### config.mk
export PLATFORM = sky130hd
export DESIGN_NAME = mat_stream_sequencer
export DESIGN_NICKNAME = d
export VERILOG_FILES = /design/src/rtl/mat_mul_pkg.sv /design/src/rtl/mat_stream_sequencer.sv
export SDC_FILE = /design/constraint.sdc
export NUM_CORES = 1
export LEC_CHECK = 0
export CORE_MARGIN = 3
export CORE_UTILIZATION = 35
export CTS_CLUSTER_DIAMETER = 100
export CTS_CLUSTER_SIZE = 12
export DETAILED_ROUTE_END_ITERATION = 6
export DONT_BUFFER_PORTS = 1
export GPL_TIMING_DRIVEN = 0
export PLACE_DENSITY = 0.61
export SYNTH_ARGS = -nofsm -noshare
export SYNTH_HDL_FRONTEND = slang
export SYNTH_SLANG_ARGS = --single-unit
### constraint.sdc
create_clock -name s00_axi_aclk -period 4.4 [get_ports s00_axi_aclk]
set_clock_uncertainty 0.15 [all_clocks]
set_input_delay 0.88 -clock s00_axi_aclk [delete_from_list [all_inputs] [get_ports s00_axi_aclk]]
set_output_delay 0.88 -clock s00_axi_aclk [all_outputs]
set_load 0.02 [all_outputs]
### src/rtl/mat_mul_pkg.sv
// Shared constants and state encoding for the mat_mul front-end and the mat_mul core.
// Matrix-size constants are derived from DIM_LOG so both sides agree on N*N.
package mat_mul_pkg;

    localparam int unsigned MM_DIM_LOG = 1;
    localparam int unsigned NN         = 1 << (2 * MM_DIM_LOG);
    localparam int unsigned CNT_W      = 2 * MM_DIM_LOG;

    typedef enum logic [2:0] {
        LOAD_A   = 3'd0,
        GAP      = 3'd1,
        LOAD_B   = 3'd2,
        START    = 3'd3,
        WAIT_RES = 3'd4
    } mm_state_e;

    // Words per matrix for a given log2 dimension.
    function automatic int unsigned nn_of(input int unsigned dim_log);
        return 32'd1 << (32'd2 * dim_log);
    endfunction

    // Width of a counter that indexes every word of one matrix.
    function automatic int unsigned cnt_w_of(input int unsigned dim_log);
        return 32'd2 * dim_log;
    endfunction

endpackage

### src/rtl/mat_stream_sequencer.sv
// Splits one DMA job packet (A then B) into two tlast-terminated matrix transfers for mat_mul,
// pulses start once both are loaded and holds the next job until the result stream ends.
module mat_stream_sequencer
    import mat_mul_pkg::*;
#(
    parameter int unsigned DATA_WIDTH = 32,
    parameter int unsigned DIM_LOG    = MM_DIM_LOG
) (
    input  logic                  s00_axi_aclk,
    input  logic                  s00_axi_areset,
    input  logic [DATA_WIDTH-1:0] s_axis_tdata,
    input  logic                  s_axis_tvalid,
    input  logic                  s_axis_tlast,
    output logic                  s_axis_tready,
    output logic [DATA_WIDTH-1:0] m_axis_tdata,
    output logic                  m_axis_tvalid,
    output logic                  m_axis_tlast,
    input  logic                  m_axis_tready,
    output logic                  mm_sel,
    output logic                  mm_start,
    input  logic                  res_tvalid,
    input  logic                  res_tready,
    input  logic                  res_tlast,
    input  logic                  err_clr,
    output logic                  busy,
    output logic                  err_len
);

    localparam int unsigned JOB_NN    = nn_of(DIM_LOG);
    localparam int unsigned JOB_CNT_W = cnt_w_of(DIM_LOG);

    localparam logic [JOB_CNT_W-1:0] CNT_ZERO = '0;
    localparam logic [JOB_CNT_W-1:0] CNT_ONE  = JOB_CNT_W'(1);
    localparam logic [JOB_CNT_W-1:0] CNT_LAST = JOB_CNT_W'(JOB_NN - 1);

    mm_state_e              state_q, state_d;
    logic [JOB_CNT_W-1:0]   cnt_q, cnt_d;
    logic                   err_len_q, err_len_d;

    logic in_load_s;
    logic beat_s;
    logic cnt_last_s;
    logic set_err_s;
    logic res_done_s;

    // Stream pass-through; gated by reset so the reset cycle itself shows idle handshakes.
    always_comb begin
        in_load_s     = (state_q == LOAD_A) || (state_q == LOAD_B);
        m_axis_tdata  = s_axis_tdata;
        m_axis_tvalid = in_load_s & s_axis_tvalid & ~s00_axi_areset;
        s_axis_tready = in_load_s & m_axis_tready & ~s00_axi_areset;
        cnt_last_s    = (cnt_q == CNT_LAST);
        m_axis_tlast  = (cnt_last_s | s_axis_tlast) & ~s00_axi_areset;
        beat_s        = s_axis_tvalid & s_axis_tready;
        res_done_s    = res_tvalid & res_tready & res_tlast;
    end

    // State, beat counter and sticky length-error registers.
    always_ff @(posedge s00_axi_aclk) begin
        if (s00_axi_areset) begin
            state_q   <= LOAD_A;
            cnt_q     <= CNT_ZERO;
            err_len_q <= 1'b0;
        end else begin
            state_q   <= state_d;
            cnt_q     <= cnt_d;
            err_len_q <= err_len_d;
        end
    end

    // Next-state, counter and error-set logic.
    always_comb begin
        state_d   = state_q;
        cnt_d     = cnt_q;
        set_err_s = 1'b0;
        case (state_q)
            LOAD_A: begin
                // A tlast inside matrix A always means the packet ended too early.
                if (beat_s) begin
                    if (s_axis_tlast) begin
                        set_err_s = 1'b1;
                        state_d   = LOAD_A;
                        cnt_d     = CNT_ZERO;
                    end else if (cnt_last_s) begin
                        state_d = GAP;
                        cnt_d   = CNT_ZERO;
                    end else begin
                        cnt_d = cnt_q + CNT_ONE;
                    end
                end else begin
                    cnt_d = cnt_q;
                end
            end
            GAP: begin
                state_d = LOAD_B;
            end
            LOAD_B: begin
                if (beat_s) begin
                    if (cnt_last_s) begin
                        set_err_s = ~s_axis_tlast;
                        state_d   = START;
                        cnt_d     = CNT_ZERO;
                    end else if (s_axis_tlast) begin
                        set_err_s = 1'b1;
                        state_d   = LOAD_A;
                        cnt_d     = CNT_ZERO;
                    end else begin
                        cnt_d = cnt_q + CNT_ONE;
                    end
                end else begin
                    cnt_d = cnt_q;
                end
            end
            START: begin
                state_d = WAIT_RES;
            end
            WAIT_RES: begin
                if (res_done_s) begin
                    state_d = LOAD_A;
                end else begin
                    state_d = WAIT_RES;
                end
            end
            default: begin
                state_d = LOAD_A;
                cnt_d   = CNT_ZERO;
            end
        endcase

        // A new error in the same cycle as a clear request must survive.
        if (set_err_s) begin
            err_len_d = 1'b1;
        end else if (err_clr) begin
            err_len_d = 1'b0;
        end else begin
            err_len_d = err_len_q;
        end
    end

    // Control outputs decoded from the registered state.
    always_comb begin
        mm_sel   = 1'b0;
        mm_start = 1'b0;
        case (state_q)
            LOAD_A:   mm_sel = 1'b0;
            GAP:      mm_sel = 1'b1;
            LOAD_B:   mm_sel = 1'b1;
            START: begin
                mm_sel   = 1'b1;
                mm_start = 1'b1;
            end
            WAIT_RES: mm_sel = 1'b1;
            default:  mm_sel = 1'b0;
        endcase
        busy    = (state_q != LOAD_A) || (cnt_q != CNT_ZERO);
        err_len = err_len_q;
    end

endmodule

### Yosys cells after proc, flatten, opt, wreduce, memory -nomap -nowiden

Index checks and enable logic that the tools add are counted.

* flip-flop bits (word level): 6
* bits of input ports: 41
* output and inout port bits: 39

* add/sub/neg operators: 1
* equality and inequality tests: 9
* muxes and demuxes: 24
* bitwise logic cells: 12
* reductions and logical operators: 10

Operators by type and width (count)
* $mux W3: 7
* $pmux W3 S5: 1
* $mux W2: 6
* $and A1 B1 Y1: 8
* $mux W1: 8
* $eq A3 B2 Y1 const B: 2
* $ne A3 B3 Y1 const B: 2
* $pmux W2 S3: 1
* $ne A2 B2 Y1 const B: 2
* $reduce_and A4 Y1: 1
* $reduce_bool A2 Y1: 2
* $reduce_or A4 Y1: 1
* $eq A3 B1 Y1 const B: 1
* $eq A3 B3 Y1 const B: 1
* $logic_not A3 Y1: 1
* $not A1 Y1: 3
* $reduce_and A3 Y1: 1
* $reduce_bool A3 Y1: 1
* $reduce_or A3 Y1: 1
* $add A2 B1 Y2 const B: 1
* $eq A2 B2 Y1 const B: 1
* $logic_or A1 B1 Y1: 2
* $pmux W1 S2: 1
* $or A1 B1 Y1: 1

### Longest topological paths before layout

* word-level depth: 8
* gate-level depth with buffers: 5
* mapped depth without buffers: 5

### Worst setup path after synthesis

No wires, ideal clock.

* path type: input port to output port
* from: input s_axis_tlast
* to: output m_axis_tlast
* arrival time: 1446 ps
* required time: 3370 ps
* setup slack: 1924 ps
* stages: 3
* cells stage by stage: inv_1 -> ha_1 -> nor2_1

* longest elaborated chain between the ends: 2

Ends and longest elaborated chain
* start: declaration: RTL line mat_stream_sequencer.sv:13 `input logic s_axis_tlast,`
* $or A1 B1 Y1: RTL line mat_stream_sequencer.sv:53 `m_axis_tlast = (cnt_last_s | s_axis_tlast) & ~s00_axi_areset;`
* $and A1 B1 Y1: RTL line mat_stream_sequencer.sv:53
* end: declaration: RTL line mat_stream_sequencer.sv:17 `output logic m_axis_tlast,`

Every way passes these cells.

### Worst setup path after layout

Same ends and word-level chain as after synthesis.

==> reports/metrics.csv <==
stage,metric,value,unit
detailed_routing,drc_errors,0,
sta,relSlewSlack,0.6843,
global_routing,gr-total-overflow,0,
floorplanning,chipHeight,48.87,um
place,dp.cells,103,
cts,post_cts_resized,0,
yosys,synth_nets,123,
detailed_routing,wl_per_cell,12.58,um
cells_and_area,drive_above_1_share,0.5000,
yosys,synth_area_per_cell,8.141,um^2
global_routing,grt_max_degree,10,
sta,postLayoutSetupSlackWorst,1.861,ns
yosys,ys_seq_elements,6,
setup_path,worstSetupEndpointType,primary output,
place,place_ws,1.861,ns
yosys,synth.most_common_cell,buf_4,
setup_path,cp-start-kind,input port,
detailed_routing,drt_first_iter_violations,14,
detailed_routing,vias,489,
setup_path,worstSetupPathType,input port to primary output,
cts,postCtsSetupRepairBufs,0,
cts,clk_pin_slew,0.05,ns
flow_run,max_cap_viol_count,0,
sta,min_period_over_period,0.5770,
sta,fin_setup_tns,0,ns
sta,rsz0062_at_grt,false,
sta,setup_violations,0,
detailed_routing,vias_per_cell,4.613,
global_routing,grt_pass1_wl,1649,um
global_routing,grt_util_all_layers,0.08812,
place,gp_congestion,0.7024,
pwr,pwr-share-comb,0.354,
cells_and_area,antenna-diode-count,0,
cells_and_area,design.final.nets,128,
setup_path,critPathRequiredTime,3.37,ns
detailed_routing,ant_nets,0,
yosys,synth_area,643.1,um^2
global_routing,grt_pass1_vias,367,
floorplanning,die_area,2388,um^2
cts,cts_buffer_depth,2,
floorplanning,rows,14,
yosys,synth_top_area_cell,buf_4,
cells_and_area,fin_cells,106,
yosys,synthFlopType,dfxtp_1,
yosys,ys_types,23,
yosys,postSynth.asyncResetShare,0,
setup_path,worstReg2RegStart,cnt_q[0]$_SDFFE_PP0P_,
floorplanning,core_area,1612,um^2
cts,cts.sinks,6,
pwr,net-switching-power,0.00005671,W
pwr,p_leak,0.3306,nW
yosys,yosysSeqAreaShare,0.1868,
sta,period_minus_slack,2.539,ns
setup_path,endpoint,m_axis_tlast,
sta,slew_viol_final,0,
pwr,irDropWorstVdd,0.0001032,V
sta,fmax,0.3939,GHz
pwr,pwr-share-clk,0.305,
detailed_routing,drtPass1Iterations,6,
yosys,netlist_instances,79,
sta,tightestPinTransition,0.4702,ns
pwr,p_int,0.0001114,W
cts,clock-root-buffer,clkbuf_4,
cts,cts_tree,done,
global_routing,grt_antenna_before_repair,0,
cells_and_area,areaGrowthSynthToFinish,8.171,%
pwr,switching_share,0.3372,
yosys,yosys_warnings,0,
status,status,finished clean,
yosys,synth-edff-count,0,
cts,cts_hold_buf,0,
setup_path,critical_path.startpoint,s_axis_tlast,
pwr,p_seq_frac,0.341,
yosys,synth.top_cell.area_share,0.3735,
min_path,hp-class,flip-flop to flip-flop,
setup_path,reg2reg_to,state_q[1]$_SDFFE_PP0P_,
floorplanning,initial_utilization,0.3991,
cts,cts-buffers-inserted,3,
sta,hold_violations,0,
setup_path,worst-r2r-setup-slack,2.85,ns
cts,clock_latency,0.24,ns
floorplanning,pin_count,80,
setup_path,arrival,1.51,ns
detailed_routing,finalWirelength,1333,um
floorplanning,die_w,48.87,um
setup_path,path_max_fanout,3,
yosys,ys_top_cells_by_count,"32 x buf_4, 7 x inv_1, 6 x dfxtp_1",
place,port_buffers,0,
yosys,synth_area_leaders,"buf_4 37%, dfxtp_1 19%, ha_1 5.8%",
setup_path,reg2reg_depth,5,
cts,h-tree-depth,1,
pwr,powerDensity,241.7,nW/um^2
-- flip-flops by register name (all words and copies together), names as in the netlist --
register / flops
state_q: 3
cnt_q: 2
err_len: 1
-- layer usage --
layer  vias up  track usage  wire length [um]
li1        232            -                 -
met1       203       0.1029               440
met2        54       0.1222               610
met3         0      0.07645               282
met4         0      0.01422                 0
met5         -            0                 0
-- cell usage in the layout, fill, tap and decap left out --
| cell type | Yosys | routed |
|---|---|---|
| buf_4 | 32 | 32 |
| inv_1 | 7 | 7 |
| dfxtp_1 | 6 | 6 |
| nand2_1 | 4 | 4 |
| nor2_1 | 3 | 3 |
| nand3b_1 | 3 | 3 |
| nand3_1 | 3 | 3 |
| ha_1 | 3 | 3 |
| clkbuf_4 | 0 | 3 |
| and2_2 | 2 | 2 |
| a21oi_1 | 2 | 2 |
| mux2i_1 | 2 | 2 |
| buf_2 | 1 | 1 |
| or2_1 | 1 | 1 |
| nor3_2 | 1 | 1 |
| xnor2_1 | 1 | 1 |
| o21ai_0 | 1 | 1 |
| nand3_2 | 1 | 1 |
| nor2b_1 | 1 | 1 |
| o32ai_1 | 1 | 1 |
| o311ai_1 | 1 | 1 |
| nand2b_1 | 1 | 1 |
| a211oi_1 | 1 | 1 |
| a2111oi_4 | 1 | 1 |
-- cells by family after synthesis --
family | count (synthesis) | share of synthesized area
AO/OA/AOI/OAI | 7 | 0.1051
XOR/XNOR | 1 | 0.01362
adder cells (fa/ha/maj) | 3 | 0.05837
buffers and inverters | 40 | 0.4222
flip-flops | 6 | 0.1868
multiplexers | 2 | 0.03113
AND/OR/NAND/NOR | 20 | 0.1829
-- cell type report --
cell class	instances	area, um^2
buffer	33	245.2
clock buffer	3	22.52
fill	177	915.9
inverter	7	26.28
multi-input combinational	33	251.5
sequential	6	120.1
tap	24	30.03
-- power by group through the flow --
stage	Clock (W)	Sequential, W	Combinational, W
after floorplan	0	0.0000582	0.0000566
after global placement	0	0.0000584	0.0000599
after detailed placement	0	0.0000584	0.0000601
after CTS	0.0000535	0.0000574	0.0000601
after global routing	0.0000580	0.0000574	0.0000625
final	0.0000513	0.0000574	0.0000594
-- critical path, cell delays in order --
cell and delay (ns):
inv_1 0.03, ha_1 0.25, nor2_1 0.35
-- worst min-delay path by stage --
stage	slack [ns]	endpoint	cells past startpoint	start
after floorplan	0.33	cnt_q[1]$_SDFFE_PP0P_	2	cnt_q[1]$_SDFFE_PP0P_
after global routing	0.40	cnt_q[1]$_SDFFE_PP0P_	2	cnt_q[1]$_SDFFE_PP0P_
after CTS	0.37	cnt_q[0]$_SDFFE_PP0P_	2	cnt_q[0]$_SDFFE_PP0P_
after detailed placement	0.36	cnt_q[0]$_SDFFE_PP0P_	2	cnt_q[0]$_SDFFE_PP0P_
after global placement	0.35	cnt_q[0]$_SDFFE_PP0P_	2	cnt_q[0]$_SDFFE_PP0P_
final	0.36	cnt_q[0]$_SDFFE_PP0P_	2	cnt_q[0]$_SDFFE_PP0P_
-- per-stage QoR --
step / cell area (um^2) / total power, W / hold slack [ns] / util
6_report: 695.7 / 0.0001681 / 0.3635 / 0.4317
3_3_place_gp: 673.1 / 0.0001183 / 0.3471 / 0.4177
2_1_floorplan: 643.1 / 0.0001147 / 0.3317 / -
5_1_grt: 695.7 / 0.0001780 / 0.3960 / 0.4317
4_1_cts: 695.7 / 0.0001709 / 0.3682 / 0.4317
3_5_place_dp: 673.1 / 0.0001185 / 0.3594 / 0.4177
(Power assumes the default switching activity.)
